===== src/rtl/axil_sw_sequencer.sv =====
// axil_sw_sequencer: debounced switches queue AXI4-Lite writes (readback to led when AXIL_SEQ_READBACK_EN is defined)
module axil_sw_sequencer #(
  parameter int NUM_CH = 4,
  parameter int ADDR_WIDTH = 32,
  parameter int DATA_WIDTH = 32,
  parameter logic [ADDR_WIDTH-1:0] BASE_ADDR = '0,
  parameter int DEBOUNCE_CYCLES = 16
) (
  input  logic                      sysclk,
  input  logic                      rst,
  input  logic [NUM_CH-1:0]         sw,
  output logic [NUM_CH-1:0]         led,
  output logic [ADDR_WIDTH-1:0]     m_awaddr,
  output logic                      m_awvalid,
  input  logic                      m_awready,
  output logic [DATA_WIDTH-1:0]     m_wdata,
  output logic [DATA_WIDTH/8-1:0]   m_wstrb,
  output logic                      m_wvalid,
  input  logic                      m_wready,
  input  logic [1:0]                m_bresp,
  input  logic                      m_bvalid,
  output logic                      m_bready,
  output logic [ADDR_WIDTH-1:0]     m_araddr,
  output logic                      m_arvalid,
  input  logic                      m_arready,
  input  logic [DATA_WIDTH-1:0]     m_rdata,
  input  logic [1:0]                m_rresp,
  input  logic                      m_rvalid,
  output logic                      m_rready
);
  localparam int CHW = NUM_CH > 1 ? $clog2(NUM_CH) : 1;
  localparam int CW = $clog2(DEBOUNCE_CYCLES + 1);
`ifdef AXIL_SEQ_READBACK_EN
  typedef enum logic [2:0] {IDLE, WADDR, WRESP, RADDR, RDATA} state_t;
`else
  typedef enum logic [1:0] {IDLE, WADDR, WRESP} state_t;
`endif
  state_t state_q, state_d;
  logic [NUM_CH-1:0] sync1_q, sync1_d, sync2_q, sync2_d, deb_q, deb_d, dly_q, dly_d;
  logic [NUM_CH-1:0] pend_q, pend_d, tgt_q, tgt_d, led_q, led_d, chg;
  logic [CW-1:0] cnt_q [NUM_CH], cnt_d [NUM_CH];
  logic [CHW-1:0] last_q, last_d, ch_q, ch_d, gnt;
  logic gnt_v, grant;
  logic awvalid_q, awvalid_d, wvalid_q, wvalid_d, bready_q, bready_d;
  logic [ADDR_WIDTH-1:0] awaddr_q, awaddr_d;
  logic [DATA_WIDTH-1:0] wdata_q, wdata_d;
  logic [DATA_WIDTH/8-1:0] wstrb_q, wstrb_d;
`ifdef AXIL_SEQ_READBACK_EN
  logic arvalid_q, arvalid_d, rready_q, rready_d;
  logic [ADDR_WIDTH-1:0] araddr_q, araddr_d;
  logic unused;
  assign unused = ^m_rdata[DATA_WIDTH-1:1];
  assign m_arvalid = arvalid_q;
  assign m_rready = rready_q;
  assign m_araddr = araddr_q;
`else
  logic bit_q, bit_d;
  logic unused;
  assign unused = ^{m_arready, m_rdata, m_rresp, m_rvalid};
  assign m_arvalid = 1'b0;
  assign m_rready = 1'b0;
  assign m_araddr = '0;
`endif
  assign led = led_q;
  assign m_awaddr = awaddr_q;
  assign m_awvalid = awvalid_q;
  assign m_wdata = wdata_q;
  assign m_wstrb = wstrb_q;
  assign m_wvalid = wvalid_q;
  assign m_bready = bready_q;
  always_comb begin
    sync1_d = sw;
    sync2_d = sync1_q;
    deb_d = deb_q;
    dly_d = deb_q;
    chg = deb_q ^ dly_q;
    for (int i = 0; i < NUM_CH; i++) begin
      cnt_d[i] = sync2_q[i] != deb_q[i] ? cnt_q[i] + CW'(1) : '0;
      if (sync2_q[i] != deb_q[i] && cnt_q[i] == CW'(DEBOUNCE_CYCLES - 1)) begin
        deb_d[i] = sync2_q[i];
        cnt_d[i] = '0;
      end
    end
    gnt_v = 1'b0;
    gnt = '0;
    for (int k = NUM_CH; k >= 1; k--) begin
      if (pend_q[(int'(last_q) + k) % NUM_CH]) begin
        gnt_v = 1'b1;
        gnt = CHW'((int'(last_q) + k) % NUM_CH);
      end
    end
    grant = state_q == IDLE && gnt_v;
    // a change landing with the grant re-arms pending with the fresh target
    pend_d = (pend_q & ~({NUM_CH{grant}} & (NUM_CH'(1) << gnt))) | chg;
    tgt_d = (tgt_q & ~chg) | (deb_q & chg);
    state_d = state_q;
    last_d = last_q;
    ch_d = ch_q;
    led_d = led_q;
    awvalid_d = awvalid_q;
    wvalid_d = wvalid_q;
    bready_d = bready_q;
    awaddr_d = awaddr_q;
    wdata_d = wdata_q;
    wstrb_d = wstrb_q;
`ifdef AXIL_SEQ_READBACK_EN
    arvalid_d = arvalid_q;
    rready_d = rready_q;
    araddr_d = araddr_q;
`else
    bit_d = bit_q;
`endif
    case (state_q)
      IDLE: if (grant) begin
        state_d = WADDR;
        last_d = gnt;
        ch_d = gnt;
        awvalid_d = 1'b1;
        wvalid_d = 1'b1;
        awaddr_d = BASE_ADDR + (ADDR_WIDTH'(gnt) << 2);
        wdata_d = DATA_WIDTH'(tgt_q[gnt]);
        wstrb_d = '1;
`ifndef AXIL_SEQ_READBACK_EN
        bit_d = tgt_q[gnt];
`endif
      end
      WADDR: begin
        awvalid_d = awvalid_q && !m_awready;
        wvalid_d = wvalid_q && !m_wready;
        if ((!awvalid_q || m_awready) && (!wvalid_q || m_wready)) begin
          state_d = WRESP;
          bready_d = 1'b1;
        end
      end
      WRESP: if (m_bvalid) begin
        bready_d = 1'b0;
`ifdef AXIL_SEQ_READBACK_EN
        state_d = m_bresp == 2'b00 ? RADDR : IDLE;
        arvalid_d = m_bresp == 2'b00;
        araddr_d = awaddr_q;
`else
        state_d = IDLE;
        if (m_bresp == 2'b00) led_d[ch_q] = bit_q;
`endif
      end
`ifdef AXIL_SEQ_READBACK_EN
      RADDR: if (m_arready) begin
        arvalid_d = 1'b0;
        rready_d = 1'b1;
        state_d = RDATA;
      end
      RDATA: if (m_rvalid) begin
        rready_d = 1'b0;
        state_d = IDLE;
        if (m_rresp == 2'b00) led_d[ch_q] = m_rdata[0];
      end
`endif
      default: state_d = IDLE;
    endcase
  end
  always_ff @(posedge sysclk) begin
    if (rst) begin
      state_q <= IDLE;
      sync1_q <= '0;
      sync2_q <= '0;
      deb_q <= '0;
      dly_q <= '0;
      pend_q <= '0;
      tgt_q <= '0;
      led_q <= '0;
      cnt_q <= '{default: '0};
      last_q <= CHW'(NUM_CH - 1);
      ch_q <= '0;
      awvalid_q <= 1'b0;
      wvalid_q <= 1'b0;
      bready_q <= 1'b0;
      awaddr_q <= '0;
      wdata_q <= '0;
      wstrb_q <= '0;
`ifdef AXIL_SEQ_READBACK_EN
      arvalid_q <= 1'b0;
      rready_q <= 1'b0;
      araddr_q <= '0;
`else
      bit_q <= 1'b0;
`endif
    end else begin
      state_q <= state_d;
      sync1_q <= sync1_d;
      sync2_q <= sync2_d;
      deb_q <= deb_d;
      dly_q <= dly_d;
      pend_q <= pend_d;
      tgt_q <= tgt_d;
      led_q <= led_d;
      cnt_q <= cnt_d;
      last_q <= last_d;
      ch_q <= ch_d;
      awvalid_q <= awvalid_d;
      wvalid_q <= wvalid_d;
      bready_q <= bready_d;
      awaddr_q <= awaddr_d;
      wdata_q <= wdata_d;
      wstrb_q <= wstrb_d;
`ifdef AXIL_SEQ_READBACK_EN
      arvalid_q <= arvalid_d;
      rready_q <= rready_d;
      araddr_q <= araddr_d;
`else
      bit_q <= bit_d;
`endif
    end
  end
endmodule


===== config.mk =====
export PLATFORM = sky130hd
export DESIGN_NAME = axil_sw_sequencer
export DESIGN_NICKNAME = d
export VERILOG_FILES = /design/src/rtl/axil_sw_sequencer.sv
export SDC_FILE = /design/constraint.sdc
export NUM_CORES = 1
export LEC_CHECK = 0
export ABC_AREA = 1
export CORE_MARGIN = 2
export CORE_UTILIZATION = 41
export CTS_CLUSTER_SIZE = 8
export DETAILED_ROUTE_END_ITERATION = 16
export PLACE_DENSITY_LB_ADDON = 0.3
export SLEW_MARGIN = 5
export SYNTH_ARGS = -nofsm -noshare
export SYNTH_HDL_FRONTEND = slang
export SYNTH_SLANG_ARGS = --single-unit

===== constraint.sdc =====
create_clock -name sysclk -period 2 [get_ports sysclk]
set_input_delay 0.2 -clock sysclk [delete_from_list [all_inputs] [get_ports sysclk]]
set_output_delay 0.2 -clock sysclk [all_outputs]
set_load 0.02 [all_outputs]

==> reports/metrics.yaml <==
die_h_um: 93.1
drive_gt1_share_pct: 9.19
period_minus_slack_ns: 1.77
dpl_worst_slack_ns: 0.195
p_per_area_nw_per_um2: 1050
antenna_found_initial: 0
yosys_warnings: 0
grtUsageTotal_pct: 11.2
yosys_register_bits: 59
slew_violations: 0
layout.nets: 507
place_congestion: 0.757
drc: 0
cp.arrival_ns: 2.00
dieArea_um2: 8670
cp_slowest_stage_delay_ns: 0.56
seq_area_frac_synth_pct: 36.3
diodes: 0
crit_required_ns: 2.23
cts_buffers: 9
p_leak_nw: 1.56
synth_edf_count: 0
layout_setup_ws_ns: 0.226
initial_core_util_pct: 42.1
synth_area_leaders: "dfxtp_1 (36%), buf_4 (23%), nor2_1 (7.0%), inv_1 (6.0%), nand2_1 (5.0%)"
finalHoldViolations: 0
port_buffers: 24
max_clock_freq_mhz: 564
max-vdd-ir-drop_uv: 416
yosys.area.top_type: "dfxtp_1"
dr.first_iter.drc_count: 73
dp.cells: 543
clockBufferDepth: 2
critical_path.slowest_cell: "dfxtp_1"
avgSynthCellArea_um2: 7.66
placed_area_um2: 3220
cap_violations: 0
layout.cells.non_filler: 559
dp.final_hpwl_um: 3640
grt_pass1_wl_um: 7830
rows: 32
fin_setup_tns_ns: 0
cts.root.buffer_cell: "clkbuf_8"
firstDrtPassIters: 4
yosysUniqueCellTypes: 30
io_pins: 156
startpoint_type: "register"
syn-instance-count: 425
final_area_um2: 3390
synth_common_cells: "buf_4 (99), nor2_1 (61), dfxtp_1 (59)"
cp_num_buf_inv: 2
area_delta_synth_final_pct: 4.15
synth_area_um2: 3250
clock-sinks: 59
overflow: 0
clk_pin_slew_ns: 0.06
grt_max_degree: 29
drtAntennaViolNets: 0
cts-resized-gates: 0
crit_chain: "inv_8 > nand2_2 > nand2_2 > nand2_1 > nor3_2 > nor2_2 > inv_1 > nor2_2 > nand2_1 > nor2_1 > nor2_1"
cts_tree: "done"
hp-class: "input port to register"
postSynth.asyncResetShare_pct: 0
cts_hold_buf: 0
nFillCells: 806
grt_pass1_vias: 1909
status: "completed"
via_count: 2242
chipWidth_um: 93.1
synth_most_common_cell: "buf_4"
coreArea_um2: 7730
p_total_w: 0.00355
rsz0062_at_grt: "false"
postCtsSetupRepairBufs: 0
crit_family: "simple AND/OR/NAND/NOR gates"
clk_latency_ns: 0.33
criticalPathCategory: "register to register"
yosysTopAreaCellShare_pct: 36.3
drt-wirelength-per-cell_um: 8.34
crit_fanout: 8
drt-total-wl_um: 4660
synth_ff_type: "dfxtp_1"
setup_viol: 0
viasPerCell: 4.01
cp-end-kind: "register"
fin_skew_ns: 0.00683
period_share_pct: 88.7
ctsHtreeMaxLevel: 3
[routing by layer]
| metal | vias to the layer above | routed length, µm | track usage (%) |
|---|---|---|---|
| li1 | 1179 | - | - |
| met1 | 983 | 2130 | 13.3 |
| met2 | 71 | 2210 | 18.7 |
| met3 | 9 | 238 | 2.26 |
| met4 | 0 | 87 | 6.25 |
| met5 | - | 0 | 0 |
[path summary, 6_finish.rpt]
check / from / to / slack [ns] / cells after the start
worst min register to register: sync1_q[2]$_SDFF_PP0_ / sync2_q[2]$_SDFF_PP0_ / 0.41 / 2
worst max-delay path: last_q[0]$_SDFFE_PP1P_ / bit_q$_SDFFE_PP0P_ / 0.23 / 11
worst min-delay path: sw[0] / sync1_q[0]$_SDFF_PP0_ / 0.39 / 3
worst max register to register: last_q[0]$_SDFFE_PP1P_ / bit_q$_SDFFE_PP0P_ / 0.23 / 11
[worst reg2reg max path, cell delays in order (launching register included)]
cell	delay [ns]
dfxtp_1	0.56
inv_8	0.09
nand2_2	0.08
nand2_2	0.08
nand2_1	0.09
nor3_2	0.04
nor2_2	0.24
inv_1	0.17
nor2_2	0.16
nand2_1	0.06
nor2_1	0.08
nor2_1	0.04
[kinds of logic after synthesis]
kind of cell               count (synthesis)  share of synthesized area, %
DFF                                       59                          36.3
adders and majority gates                  8                          3.08
other                                      1                         0.115
buffers and inverters                    161                          30.7
and+or+nand+nor                          155                          21.9
AOI/OAI and AO/OA                         38                          7.11
xor gates and xnor gates                   3                         0.808
[state kept, by name, indices dropped and copies added, names as in the netlist, named ones only]
signal     count
cnt_q         20
deb_q          4
dly_q          4
led            4
pend_q         4
sync1_q        4
sync2_q        4
ch_q           2
last_q         2
state_q        2
bit_q          1
m_awvalid      1
m_bready       1
m_wstrb        1
m_wvalid       1
[cell type report]
cell class	instances	area, µm²	area share [%]
clock buffers	14	163	4.80
clock inverters	2	10.0	0.295
inverters	56	218	6.42
multi-input cells	299	1430	42.1
flip-flops and latches	59	1180	34.8
well taps	102	128	3.77
repair buffers	27	263	7.75
[power by group]
part	leakage, nW	internal [W]	switching (W)	total (W)
sequential	0.479	0.00128	0.000125	0.00140
clock	0.0905	0.000515	0.000437	0.000952
combinational	0.989	0.000408	0.000793	0.00120
[layout by cell type (no fill, tap or decap), drive strengths merged]
| master | instances |
|---|---|
| conb | 95 |
| and3 | 1 |
| buf | 3 |
| nand2 | 58 |
| o21bai | 6 |
| clkdlybuf4s50 | 24 |
| ha | 8 |
| clkbuf | 14 |
| a31oi | 4 |
| nand3 | 19 |
| o21ai | 6 |
| dfxtp | 59 |
| o211ai | 3 |
| inv | 56 |
| a21oi | 17 |
| xor2 | 3 |
| clkinv | 2 |
| nor2 | 63 |
| a211oi | 1 |
| nor4 | 4 |
| nor3 | 6 |
| nor3b | 4 |
| a221oi | 1 |
[through the flow]
step | hold slack (ns) | utilization (%)
after floorplan | 0.307 | -
after global placement | 0.393 | 41.6
after detailed placement | 0.398 | 41.6
after CTS | 0.375 | 43.9
after global routing | 0.400 | 43.9
final | 0.387 | 43.9
(Power assumes the default switching activity.)
